## src/rtl/m_imem_loader_pkg.sv

```systemverilog
// Shared loader definitions: FSM state encoding, default depth and timeout, bus widths.
package m_imem_loader_pkg;

   typedef enum logic [2:0] {
      StIdle,
      StLoad,
      StCheck,
      StDone,
      StErr
   } state_e;

   localparam int unsigned DefaultDepth   = 2048;
   localparam int unsigned DefaultTimeout = 1000000;
   localparam int unsigned AddrW          = 11;
   localparam int unsigned LenW           = 12;

endpackage

```

## src/rtl/m_imem_loader_if.sv

```systemverilog
// Host-side load bus plus instruction-memory write port and status of the loader.
interface m_imem_loader_if;
   import m_imem_loader_pkg::*;

   logic             w_start;
   logic [LenW-1:0]  w_len;
   logic [7:0]       w_byte;
   logic             w_byte_valid;
   logic             r_byte_ready;
   logic             r_we;
   logic [AddrW-1:0] r_waddr;
   logic [31:0]      r_wdata;
   logic             r_cpu_rst;
   logic             r_busy;
   logic             r_done;
   logic             r_err;

   // Host drives the load request and byte stream.
   modport master (
      output w_start, w_len, w_byte, w_byte_valid,
      input  r_byte_ready, r_we, r_waddr, r_wdata, r_cpu_rst, r_busy, r_done, r_err
   );

   // Loader consumes bytes and drives memory writes and status.
   modport slave (
      input  w_start, w_len, w_byte, w_byte_valid,
      output r_byte_ready, r_we, r_waddr, r_wdata, r_cpu_rst, r_busy, r_done, r_err
   );

endinterface

```

## src/rtl/m_word_pack.sv

```systemverilog
// Assembles accepted bytes big-endian into 32-bit words and keeps the running XOR checksum.
module m_word_pack (
   input  logic        clk_i,
   input  logic        rst_ni,
   input  logic        clear_i,
   input  logic        accept_i,
   input  logic [7:0]  byte_i,
   output logic [31:0] word_o,
   output logic        word_done_o,
   output logic [7:0]  csum_o
);

   logic [23:0] shift_q;
   logic [1:0]  cnt_q;
   logic [7:0]  csum_q;

   // The word is complete in the cycle its 4th byte is accepted; the top registers it.
   assign word_o      = {shift_q, byte_i};
   assign word_done_o = accept_i && (cnt_q == 2'd3);
   assign csum_o      = csum_q;

   // Shift in each accepted byte, count bytes within the word, fold into the checksum.
   always_ff @(posedge clk_i or negedge rst_ni) begin
      if (!rst_ni) begin
         shift_q <= '0;
         cnt_q   <= '0;
         csum_q  <= '0;
      end else if (clear_i) begin
         shift_q <= '0;
         cnt_q   <= '0;
         csum_q  <= '0;
      end else if (accept_i) begin
         shift_q <= {shift_q[15:0], byte_i};
         cnt_q   <= cnt_q + 2'd1;
         csum_q  <= csum_q ^ byte_i;
      end
   end

endmodule

```

## src/rtl/m_imem_loader.sv

```systemverilog
// Instruction memory loader: receives a byte stream, writes words, verifies an XOR checksum
// and releases the processor reset only after a good load.
module m_imem_loader
   import m_imem_loader_pkg::*;
#(
   parameter int unsigned P_TIMEOUT = DefaultTimeout,
   parameter int unsigned P_DEPTH   = DefaultDepth
) (
   input logic             w_clk,
   input logic             w_rst_n,
   m_imem_loader_if.slave  bus
);

   localparam int unsigned TimerW = $clog2(P_TIMEOUT) + 1;

   logic [1:0]        rst_sync_q;
   logic              rst_int_n;
   state_e            state_q, state_d;
   logic [LenW-1:0]   len_q;
   logic [LenW-1:0]   word_idx_q;
   logic [TimerW-1:0] timer_q, timer_d;
   logic              clear;
   logic              accept;
   logic              pack_accept;
   logic              word_done;
   logic [31:0]       word;
   logic [7:0]        csum;
   logic              last_word;
   logic              timeout;

   // Assert asynchronously, release two edges after the external reset rises.
   always_ff @(posedge w_clk or negedge w_rst_n) begin
      if (!w_rst_n) begin
         rst_sync_q <= '0;
      end else begin
         rst_sync_q <= {rst_sync_q[0], 1'b1};
      end
   end

   assign rst_int_n = rst_sync_q[1];

   assign accept      = bus.w_byte_valid && bus.r_byte_ready;
   // Only program bytes are packed; the byte received in CHECK is the checksum itself.
   assign pack_accept = accept && (state_q == StLoad);
   assign last_word   = (word_idx_q == len_q - LenW'(1));
   assign timeout     = (timer_q == TimerW'(P_TIMEOUT - 1)) && !accept;

   m_word_pack u_word_pack (
      .clk_i       (w_clk),
      .rst_ni      (rst_int_n),
      .clear_i     (clear),
      .accept_i    (pack_accept),
      .byte_i      (bus.w_byte),
      .word_o      (word),
      .word_done_o (word_done),
      .csum_o      (csum)
   );

   // Next state and idle timer.
   always_comb begin
      state_d = state_q;
      timer_d = timer_q;
      clear   = 1'b0;
      case (state_q)
         StIdle, StDone, StErr: begin
            if (bus.w_start) begin
               clear   = 1'b1;
               timer_d = '0;
               if (bus.w_len == '0) begin
                  state_d = StCheck;
               end else if (32'(bus.w_len) > P_DEPTH) begin
                  state_d = StErr;
               end else begin
                  state_d = StLoad;
               end
            end
         end
         StLoad: begin
            timer_d = accept ? '0 : timer_q + TimerW'(1);
            if (word_done && last_word) begin
               state_d = StCheck;
            end else if (timeout) begin
               state_d = StErr;
            end
         end
         StCheck: begin
            timer_d = accept ? '0 : timer_q + TimerW'(1);
            if (accept) begin
               state_d = (bus.w_byte == csum) ? StDone : StErr;
            end else if (timeout) begin
               state_d = StErr;
            end
         end
         default: state_d = StIdle;
      endcase
   end

   // State, counters and registered outputs derived from the next state.
   always_ff @(posedge w_clk or negedge rst_int_n) begin
      if (!rst_int_n) begin
         state_q          <= StIdle;
         len_q            <= '0;
         word_idx_q       <= '0;
         timer_q          <= '0;
         bus.r_we         <= 1'b0;
         bus.r_waddr      <= '0;
         bus.r_wdata      <= '0;
         bus.r_byte_ready <= 1'b0;
         bus.r_busy       <= 1'b0;
         bus.r_done       <= 1'b0;
         bus.r_err        <= 1'b0;
         bus.r_cpu_rst    <= 1'b1;
      end else begin
         state_q <= state_d;
         timer_q <= timer_d;
         if (clear) begin
            len_q      <= bus.w_len;
            word_idx_q <= '0;
         end else if (word_done) begin
            word_idx_q <= word_idx_q + LenW'(1);
         end
         bus.r_we <= word_done;
         if (word_done) begin
            bus.r_waddr <= word_idx_q[AddrW-1:0];
            bus.r_wdata <= word;
         end else if (clear) begin
            bus.r_waddr <= '0;
         end
         bus.r_byte_ready <= (state_d == StLoad) || (state_d == StCheck);
         bus.r_busy       <= (state_d == StLoad) || (state_d == StCheck);
         bus.r_done       <= (state_d == StDone);
         bus.r_err        <= (state_d == StErr);
         bus.r_cpu_rst    <= (state_d != StDone);
      end
   end

endmodule

```

## src/flat_wrapper.sv

```systemverilog
// flat-port wrapper written by rule: the top's interface ports become plain ports
module m_imem_loader_flat import m_imem_loader_pkg::*;
#(
   parameter int unsigned P_TIMEOUT = DefaultTimeout,
   parameter int unsigned P_DEPTH   = DefaultDepth
)
  (w_clk, w_rst_n, bus_w_start, bus_w_len, bus_w_byte, bus_w_byte_valid, bus_r_byte_ready, bus_r_we, bus_r_waddr, bus_r_wdata, bus_r_cpu_rst, bus_r_busy, bus_r_done, bus_r_err);
  m_imem_loader_if bus_i ();
  input logic w_clk;
  input logic w_rst_n;
  input wire logic [$bits(bus_i.w_start)-1:0] bus_w_start;
  input wire logic [$bits(bus_i.w_len)-1:0] bus_w_len;
  input wire logic [$bits(bus_i.w_byte)-1:0] bus_w_byte;
  input wire logic [$bits(bus_i.w_byte_valid)-1:0] bus_w_byte_valid;
  output wire logic [$bits(bus_i.r_byte_ready)-1:0] bus_r_byte_ready;
  output wire logic [$bits(bus_i.r_we)-1:0] bus_r_we;
  output wire logic [$bits(bus_i.r_waddr)-1:0] bus_r_waddr;
  output wire logic [$bits(bus_i.r_wdata)-1:0] bus_r_wdata;
  output wire logic [$bits(bus_i.r_cpu_rst)-1:0] bus_r_cpu_rst;
  output wire logic [$bits(bus_i.r_busy)-1:0] bus_r_busy;
  output wire logic [$bits(bus_i.r_done)-1:0] bus_r_done;
  output wire logic [$bits(bus_i.r_err)-1:0] bus_r_err;
  assign bus_i.w_start = bus_w_start;
  assign bus_i.w_len = bus_w_len;
  assign bus_i.w_byte = bus_w_byte;
  assign bus_i.w_byte_valid = bus_w_byte_valid;
  assign bus_r_byte_ready = bus_i.r_byte_ready;
  assign bus_r_we = bus_i.r_we;
  assign bus_r_waddr = bus_i.r_waddr;
  assign bus_r_wdata = bus_i.r_wdata;
  assign bus_r_cpu_rst = bus_i.r_cpu_rst;
  assign bus_r_busy = bus_i.r_busy;
  assign bus_r_done = bus_i.r_done;
  assign bus_r_err = bus_i.r_err;
  m_imem_loader #(.P_TIMEOUT(P_TIMEOUT), .P_DEPTH(P_DEPTH)) u_core (.w_clk(w_clk), .w_rst_n(w_rst_n), .bus(bus_i));
endmodule
```

## config.mk

```make
export PLATFORM = sky130hd
export DESIGN_NAME = m_imem_loader_flat
export DESIGN_NICKNAME = d
export VERILOG_FILES = /design/src/rtl/m_imem_loader_pkg.sv /design/src/rtl/m_imem_loader_if.sv /design/src/rtl/m_word_pack.sv /design/src/rtl/m_imem_loader.sv /design/src/flat_wrapper.sv
export SDC_FILE = /design/constraint.sdc
export NUM_CORES = 1
export LEC_CHECK = 0
export ABC_AREA = 1
export CAP_MARGIN = 30
export CORE_MARGIN = 4
export CORE_UTILIZATION = 51
export CTS_BUF_LIST = sky130_fd_sc_hd__clkbuf_8 sky130_fd_sc_hd__clkbuf_16
export DETAILED_ROUTE_END_ITERATION = 12
export GPL_TIMING_DRIVEN = 0
export PLACE_DENSITY = 0.76
export RECOVER_POWER = 100
export REMOVE_ABC_BUFFERS = 1
export SETUP_SLACK_MARGIN = 0.4
export SYNTH_ARGS = -nofsm -noshare
export SYNTH_HDL_FRONTEND = slang
export SYNTH_SLANG_ARGS = --single-unit
```

## constraint.sdc

```tcl
create_clock -name w_clk -period 3.83 [get_ports w_clk]
set_input_delay 0.9575 -clock w_clk [delete_from_list [all_inputs] [get_ports w_clk]]
set_output_delay 0.9575 -clock w_clk [all_outputs]
set_load 0.05 [all_outputs]
```

==> results of run 1 <==
==> per-stage QoR <==
| stage | total power, W | hold WS (ns) | util (%) |
|---|---|---|---|
| 2_1_floorplan | 0.00326 | 0.331 | - |
| 3_3_place_gp | 0.00387 | 0.337 | 59.4 |
| 3_5_place_dp | 0.00394 | 0.343 | 59.8 |
| 4_1_cts | 0.00555 | 0.354 | 64.7 |
| 5_1_grt | 0.00570 | 0.367 | 64.3 |
| 6_report | 0.00542 | 0.351 | 64.3 |
==> worst paths after layout <==
| path | startpoint | to | slack, ns | cells after the start |
|---|---|---|---|---|
| max in group asynchronous | u_core.rst_sync_q[1] | u_core.len_q[3] | 1.56 | 0 |
| setup reg to reg | u_core.state_q[2] | u_core.timer_q[14] | 1.03 | 11 |
| min in group asynchronous | w_rst_n | u_core.rst_sync_q[0] | 0.77 | 1 |
| hold reg to reg | u_core.rst_sync_q[0] | u_core.rst_sync_q[1] | 0.35 | 0 |
| hold / removal | u_core.rst_sync_q[0] | u_core.rst_sync_q[1] | 0.35 | 0 |
| setup / recovery | bus_w_start | u_core.timer_q[14] | 0.58 | 9 |
==> logic make-up after synthesis <==
group,synth area share (%)
AND/OR/NAND/NOR,24.0
adder cells (fa/ha/maj),0.785
AO/OA/AOI/OAI,12.2
XOR/XNOR,2.34
other,0.0588
flip-flops,51.8
buffers and inverters,8.79
==> state kept, by name, summed over array words and instances (netlist names), 2 cells and up <==
register and count:
u_core.state_q 3, u_core.timer_q 21, u_core.word_idx_q 12, u_core.bus.r_waddr 11, u_core.u_word_pack.csum_o 8, u_core.u_word_pack.shift_q 24
u_core.rst_sync_q 2, u_core.bus.r_wdata 32, u_core.len_q 12, u_core.u_word_pack.cnt_q 2
==> cell usage in the layout, fill, tap and decap left out, types with 7 or more instances in the layout <==
master / count
nand3_1: 47
nand4_1: 12
clkbuf_16: 17
xnor2_1: 10
nand2_1: 189
inv_1: 116
nor3_1: 11
o21ai_0: 74
clkdlybuf4s50_1: 20
dfrtp_1: 131
xor2_1: 7
o22ai_1: 28
nor2_1: 59
dlygate4sd3_1: 52
a21oi_1: 15
==> power breakdown <==
group / internal (W) / switching [W] / total (W)
Clock: 0.000987 / 0.000606 / 0.00159
Combinational: 0.000559 / 0.00131 / 0.00187
Sequential: 0.00172 / 0.000233 / 0.00196
Total: 0.00327 / 0.00215 / 0.00542
==> per-layer routing <==
| layer | global-route usage, % | routed length [µm] | part of all wire (%) |
|---|---|---|---|
| met3 | 5.84 | 670 | 4.7 |
| met2 | 36.5 | 7350 | 51 |
| met1 | 25.4 | 6070 | 42 |
| met4 | 7.73 | 244 | 1.7 |
| met5 | 0 | 0 | 0 |
==> worst max-delay path, stage by stage <==
cell,delay (ns)
dlygate4sd3_1,0.63
nand3_4,0.46
nand2_1,0.63
nand2_1,0.18
nor2_1,0.29
nand2_1,0.13
nor2_1,0.11
nor2_1,0.05
a211oi_2,0.14
==> area by class of cell <==
cell class	count	area (µm²)
sequential	132	3300
tap	168	210
inverter	119	449
clock inverter	13	135
clock buffer	19	453
fill	1032	4320
timing repair buffer	74	768
multi-input combinational	497	2470
==> flow_summary_export.csv, run 1 <==
group,metric,value,unit
outcome,status,"complete, but fails checks",
outcome,violations,"max-capacitance violations, max-slew violations",
timing,setup_ws,0.584,ns
worst_setup_path,crit_type,"in -> reg",
placed_design,preCtsSetupSlack,0.433,ns
clocking,root_buffer,"clkbuf_16",
pwr,p_leak,3.79,nW
clocking,numClockSinks,132,
logic_synthesis,synth_top_area_cell,"dfrtp_1",
timing,clock.fmax,308,MHz
global_routing,grt_overflow,0,
die,rows,40,
logic_synthesis,syn-cell-area,0.00638,mm²
timing,tightestPinTransition,2.27,ns
clocking,hold_buffers,0,
placed_design,port_buffers,72,
worst_setup_path,start_kind,"input port",
placed_design,dp.cells,990,
logic_synthesis,synth_commonest_cells,"184 x nand2_1, 131 x dfrtp_1, 114 x inv_1",
clocking,clock_latency,0.42,ns
job,drv_cap,1,
timing,worst_clock_skew,0.00631,ns
finish,syn_to_final_growth,22.2,%
clocking,cts_setup_buffers,0,
clocking,cts_resized,0,
logic_synthesis,synth_top_area_share,51.4,%
global_routing,track_usage,21.2,%
clocking,cts_tree,"done",
die,io_pins,73,
finish,layout-drive-gt1-share,6.32,%
worst_setup_path,crit_fanout,53,
clocking,cts_max_level,4,
worst_setup_path,end_kind,"flop",
global_routing,antenna_found_initial,0,
placed_design,dp_hpwl,10000,µm
detailed_routing,vias,5347,
timing,slew_viol_final,57,
finish,final_cells,1022,
logic_synthesis,synth_seq_cells,132,
die,die_height,120,µm
die,die_area,0.0144,mm²
pwr,ir_drop,0.474,mV
detailed_routing,wirelength,14300,µm
timing,timing.final.crit_share,84.7,%
pwr,p_per_area,695,mW/mm²
die,core,0.0121,mm²
finish,fin_area,0.00779,mm²
logic_synthesis,syn_area_per_cell,8.26,µm²
logic_synthesis,ys_seq_area_share,51.8,%
die,initial_core_util,52.6,%
detailed_routing,avgViaCountPerCell,5.23,
clocking,clockBufferDepth,2,
worst_setup_path,worst_ep_required_time,4.16,ns
logic_synthesis,synth.area.top_cells,"dfrtp_1 51%, nand2_1 11%, inv_1 6.7%",
detailed_routing,drt.antenna.violating_nets,0,
timing,setup_viol,0,
logic_synthesis,synth_enable_flop_cells,0,
hold_path,worst_hold_path_type,"reg -> reg",
clocking,cts_made_buffers,17,
detailed_routing,remaining_drc_errors,0,
timing,max-slew-margin-rel,-51.6,%
finish,antennaDiodeCount,0,
timing,finalSetupTns,0,ns
logic_synthesis,synth_cells,772,
global_routing,grt_pass1_wl,24600,µm
global_routing,grt_start_max_net_pins,75,
worst_setup_path,critPathArrivalTime,3.58,ns
logic_synthesis,synthArstFlopShare,100,%
global_routing,grt_pass1_vias,5424,
die,die_x,120,µm
detailed_routing,wl_per_cell,14.0,µm
timing,finalHoldViolCount,0,
detailed_routing,drtIter0Drc,336,
logic_synthesis,yosys_warnings,0,
timing,min_period,3.25,ns
finish,nets,869,
detailed_routing,dr.pass1.iters,4,
logic_synthesis,yosysMostFrequentCell,"nand2_1",
timing,grt_setup_unrepaired,"false",
clocking,clk_pin_slew,0.05,ns
placed_design,place.gp.congestion,0.984,
logic_synthesis,ys_types,48,
logic_synthesis,synth_flop_cell,"dfrtp_1",
placed_design,dpl-instance-area,0.00725,mm²
Note: power is estimated with default switching activity, not from simulation.
==> inputs of run 2 (changes only) <==
Clock period 3.83 ns to 2.7 ns, I/O delays scaled along.
==> flow_summary_export.csv, run 2 (synthesized netlist as in run 1, its figures left out) <==
group,metric,value,unit
timing,max-slew-margin-rel,16.7,%
worst_setup_path,critPathArrivalTime,1.67,ns
timing,worst_clock_skew,0.00720,ns
timing,tightestPinTransition,1.25,ns
placed_design,place.gp.congestion,0.984,
finish,fin_area,0.00776,mm²
global_routing,grt_pass1_wl,25100,µm
finish,layout-drive-gt1-share,7.53,%
clocking,root_buffer,"clkbuf_16",
clocking,clock_latency,0.42,ns
die,die_area,0.0144,mm²
worst_setup_path,worst_ep_required_time,2.03,ns
finish,largest_reg_flops,32,
detailed_routing,vias,5491,
hold_path,whs_path_depth,0,
die,die_x,120,µm
pwr,p_per_area,982,mW/mm²
worst_setup_path,critical_path.cell_chain,"dlygate4sd3_1",
finish,antennaDiodeCount,0,
detailed_routing,remaining_drc_errors,0,
worst_setup_path,r2r-end,"u_core.bus.r_done",
finish,top_register,"u_core.bus.r_wdata",
global_routing,grt_start_max_net_pins,75,
clocking,clk_pin_slew,0.06,ns
worst_setup_path,crit_fanout,2,
die,io_pins,73,
finish,final_cells,1031,
die,die_height,120,µm
pwr,p_leak,3.76,nW
outcome,status,"complete, no violations",
timing,grt_setup_unrepaired,"true",
finish,most-common-layout-cells,"185 x nand2_1, 130 x dfrtp_1, 115 x inv_1",
timing,finalHoldViolCount,0,
worst_setup_path,cp_top_family,"buffers and inverters",
finish,layout_commonest_cell,"nand2_1",
worst_setup_path,crit_type,"reg -> out",
global_routing,antenna_found_initial,0,
clocking,clockBufferDepth,2,
detailed_routing,dr.pass1.iters,5,
placed_design,dp.cells,990,
timing,clock.fmax,426,MHz
worst_setup_path,crit_slowest_cell,"dlygate4sd3_1",
die,rows,40,
detailed_routing,avgViaCountPerCell,5.33,
detailed_routing,drtIter0Drc,344,
clocking,hold_buffers,0,
detailed_routing,wl_per_cell,14.8,µm
worst_setup_path,worst_path_largest_cell_delay,0.89,ns
detailed_routing,drt.antenna.violating_nets,0,
finish,reg_top3,"u_core.bus.r_wdata (32), u_core.u_word_pack.shift_q (24), u_core.timer_q (21)",
timing,finalSetupTns,0,ns
detailed_routing,wirelength,15200,µm
pwr,ir_drop,0.674,mV
job,drv_cap,0,
clocking,cts_tree,"done",
placed_design,dp_hpwl,10000,µm
global_routing,track_usage,21.6,%
timing,timing.final.crit_share,86.9,%
clocking,cts_max_level,4,
die,initial_core_util,52.6,%
finish,syn_to_final_growth,21.7,%
timing,setup_viol,0,
hold_path,hold_start,"u_core.rst_sync_q[0]",
global_routing,grt_pass1_vias,5490,
worst_setup_path,crit_start,"u_core.bus.r_wdata[10]",
worst_setup_path,ff2ff_setup_slack,0.45,ns
global_routing,grt_overflow,0,
placed_design,port_buffers,72,
worst_setup_path,end_kind,"output pin",
timing,slew_viol_final,0,
die,core,0.0121,mm²
clocking,numClockSinks,132,
finish,nets,878,
clocking,cts_made_buffers,17,
hold_path,worst_hold_path_type,"reg -> reg",
placed_design,dpl-instance-area,0.00725,mm²
finish,fillers,1040,
timing,min_period,2.35,ns
hold_path,hold_end,"u_core.rst_sync_q[1]",
worst_setup_path,start_kind,"flop",
worst_setup_path,reg2reg_depth,13,
worst_setup_path,timing.rr.start,"u_core.len_q[0]",
worst_setup_path,critPathBufInv,1,
==> run 2: where the power goes <==
part | switching (W) | total [W] | internal, W
Sequential | 0.000341 | 0.00278 | 0.00244
Clock | 0.000860 | 0.00226 | 0.00140
Combinational | 0.00188 | 0.00257 | 0.000692
==> run 2: cell type report <==
class                           instances  area, µm²  share of cell area, %
Tap cell                              168        210                   2.71
Sequential cell                       132       3310                   42.6
Clock inverter                         13        135                   1.74
Multi-Input combinational cell        500       2520                   32.4
Inverter                              119        454                   5.85
Timing Repair Buffer                   80        684                   8.82
Clock buffer                           19        453                   5.84
==> run 2: worst max path at each step <==
stage / endpoint / slack (ns) / cells after the start
2_1_floorplan: u_core.bus.r_byte_ready / -1.25 / 0
3_3_place_gp: u_core.bus.r_wdata[25] / -2.48 / 0
3_5_place_dp: u_core.word_idx_q[6] / -0.41 / 9
4_1_cts: bus_r_wdata[1] / 0.40 / 1
5_1_grt: u_core.word_idx_q[1] / 0.20 / 8
6_report: bus_r_wdata[10] / 0.35 / 1
==> run 2: per-layer routing <==
layer  track usage, %  part of all wire, %
met2             37.7                   52
met4             7.30                  1.5
met1             26.0                   42
met5                0                    0
met3             5.80                  4.8
==> run 2: worst reg2reg max path: stages, from the launching register on <==
cell and delay, ns:
dfrtp_1 0.42, inv_1 0.13, ha_1 0.24, nand3_1 0.27, nor2_1 0.31, nand3b_1 0.14
nand2_1 0.10, nand2_1 0.05, nor2_1 0.08, nand3_1 0.13, nand2_1 0.12, nand2_2 0.07
nand2_2 0.07, inv_2 0.03
==> run 2: what timing repair did <==
action | in CTS | in global routing
resized for setup | 9 | 22
setup buffers | 3 | 3
cloned | 1 | 2
setup endpoints to repair | 100 | 46
pin swaps | 2 | 3
==> run 2: metrics by stage <==
step                power (W)  hold slack [ns]  setup WS [ns]  utilization (%)
floorplan             0.00462            0.331          -1.25                -
global placement      0.00550            0.337          -2.48             59.4
detailed placement    0.00559            0.343         -0.414             59.8
CTS                   0.00787            0.354          0.402             65.0
global route          0.00801            0.367          0.205             64.1
finish                0.00762            0.351          0.354             64.1
==> inputs of run 3 (changes only) <==
Settings changed: CTS_BUF_LIST sky130_fd_sc_hd__clkbuf_8 sky130_fd_sc_hd__clkbuf_16 to default.
==> flow_summary_export.csv, run 3 (synthesized netlist as in run 1, its figures left out) <==
group,metric,value,unit
worst_setup_path,end_kind,"output pin",
finish,layout-drive-gt1-share,7.53,%
clocking,clock_latency,0.42,ns
die,initial_core_util,52.6,%
finish,nets,878,
finish,syn_to_final_growth,21.7,%
timing,min_period,2.35,ns
detailed_routing,vias,5490,
finish,reg_top3,"u_core.bus.r_wdata (32), u_core.u_word_pack.shift_q (24), u_core.timer_q (21)",
global_routing,antenna_found_initial,0,
finish,layout_commonest_cell,"nand2_1",
detailed_routing,remaining_drc_errors,0,
pwr,power,0.00762,W
timing,setup_viol,0,
detailed_routing,wl_met3,677,µm
worst_setup_path,critical_path.cell_chain,"dlygate4sd3_1",
worst_setup_path,crit_fanout,2,
die,rows,40,
worst_setup_path,cp_top_family,"buffers and inverters",
detailed_routing,wirelength,15200,µm
timing,timing.final.crit_share,86.9,%
timing,slew_viol_final,0,
pwr,p_leak,3.76,nW
timing,max-slew-margin-rel,16.7,%
finish,largest_reg_flops,32,
clocking,numClockSinks,132,
worst_setup_path,worst_ep_required_time,2.03,ns
hold_path,worst_hold_path_type,"reg -> reg",
worst_setup_path,crit_slowest_cell,"dlygate4sd3_1",
global_routing,track_usage,21.6,%
pwr,p_per_area,982,mW/mm²
timing,grt_setup_unrepaired,"true",
worst_setup_path,critPathArrivalTime,1.67,ns
detailed_routing,dr.pass1.iters,5,
die,die_height,120,µm
detailed_routing,drtIter0Drc,348,
placed_design,dp_hpwl,10000,µm
detailed_routing,route.met2.wl,7960,µm
finish,top_register,"u_core.bus.r_wdata",
detailed_routing,top_layer_used,"met4",
timing,finalSetupTns,0,ns
timing,tightestPinTransition,1.25,ns
finish,most-common-layout-cells,"185 x nand2_1, 130 x dfrtp_1, 114 x inv_1",
die,core,0.0121,mm²
detailed_routing,m1WireLength,6380,µm
detailed_routing,avgViaCountPerCell,5.32,
outcome,status,"complete, no violations",
placed_design,dpl-instance-area,0.00725,mm²
timing,worst_clock_skew,0.00714,ns
worst_setup_path,start_kind,"flop",
clocking,cts_max_level,4,
worst_setup_path,worst_path_largest_cell_delay,0.90,ns
finish,fin_area,0.00776,mm²
clocking,cts_made_buffers,17,
clocking,root_buffer,"clkbuf_16",
placed_design,port_buffers,72,
worst_setup_path,critPathBufInv,1,
finish,antennaDiodeCount,0,
clocking,clockBufferDepth,2,
job,drv_cap,0,
detailed_routing,wl_per_cell,14.8,µm
die,io_pins,73,
placed_design,place.gp.congestion,0.984,
detailed_routing,drt.antenna.violating_nets,0,
clocking,cts_tree,"done",
timing,clock.fmax,426,MHz
global_routing,grt_overflow,0,
timing,finalHoldViolCount,0,
global_routing,grt_pass1_vias,5490,
worst_setup_path,crit_type,"reg -> out",
global_routing,grt_start_max_net_pins,75,
die,die_x,120,µm
global_routing,grt_pass1_wl,25100,µm
clocking,clk_pin_slew,0.06,ns
pwr,ir_drop,0.674,mV
die,die_area,0.0144,mm²
-- run 3: cell types whose count changed in the layout (fill, tap and decap cells not counted) --
cell	delta
clkbuf_1	+1
inv_1	-1
-- run 3: report_power, final --
| part | total (W) | internal, W | switching [W] | leakage (nW) |
|---|---|---|---|---|
| Combinational | 0.00257 | 0.000692 | 0.00188 | 1.80 |
| Sequential | 0.00278 | 0.00244 | 0.000341 | 1.67 |
| Clock | 0.00226 | 0.00140 | 0.000860 | 0.278 |
| Total | 0.00762 | 0.00454 | 0.00308 | 3.76 |
-- run 3: timing repair --
| action | CTS | global route |
|---|---|---|
| pin swaps | 2 | 3 |
| gates resized for setup | 9 | 22 |
| hold buffers | 0 | 0 |
| setup endpoints to repair | 100 | 46 |
| setup buffers | 3 | 3 |
| gates cloned | 1 | 2 |
-- run 3: layout make-up --
| class | count | area (µm²) |
|---|---|---|
| sequential | 132 | 3310 |
| clock inverter | 12 | 131 |
| multi-input combinational | 500 | 2520 |
| inverter | 119 | 454 |
| fill | 1040 | 4350 |
| clock buffer | 20 | 457 |
| timing repair buffer | 80 | 684 |
| tap | 168 | 210 |
-- run 3: stage by stage --
stage / setup slack, ns / util (%) / instances / hold slack [ns]
5_1_grt: 0.205 / 64.1 / 1031 / 0.367
6_report: 0.353 / 64.1 / 1031 / 0.351
4_1_cts: 0.402 / 65.0 / 1026 / 0.354
2_1_floorplan: -1.25 / - / 748 / 0.331
3_3_place_gp: -2.48 / 59.4 / 988 / 0.337
3_5_place_dp: -0.414 / 59.8 / 990 / 0.343
-- run 3: worst paths after layout --
check | start | endpoint | slack (ns) | depth (start not counted)
worst min-delay path | u_core.rst_sync_q[0] | u_core.rst_sync_q[1] | 0.35 | 0
worst min register to register | u_core.rst_sync_q[0] | u_core.rst_sync_q[1] | 0.35 | 0
worst max-delay path | u_core.bus.r_wdata[10] | bus_r_wdata[10] | 0.35 | 1
max in group asynchronous | u_core.rst_sync_q[1] | u_core.len_q[5] | 1.21 | 1
min in group asynchronous | w_rst_n | u_core.rst_sync_q[0] | 0.48 | 1
worst max register to register | u_core.len_q[0] | u_core.bus.r_done | 0.45 | 13
-- run 3: metal layers --
layer | GRT usage, % | vias up
li1 | - | 2669
met2 | 37.7 | 148
met4 | 7.30 | 0
met1 | 26.0 | 2651
met3 | 5.80 | 22
met5 | 0 | -
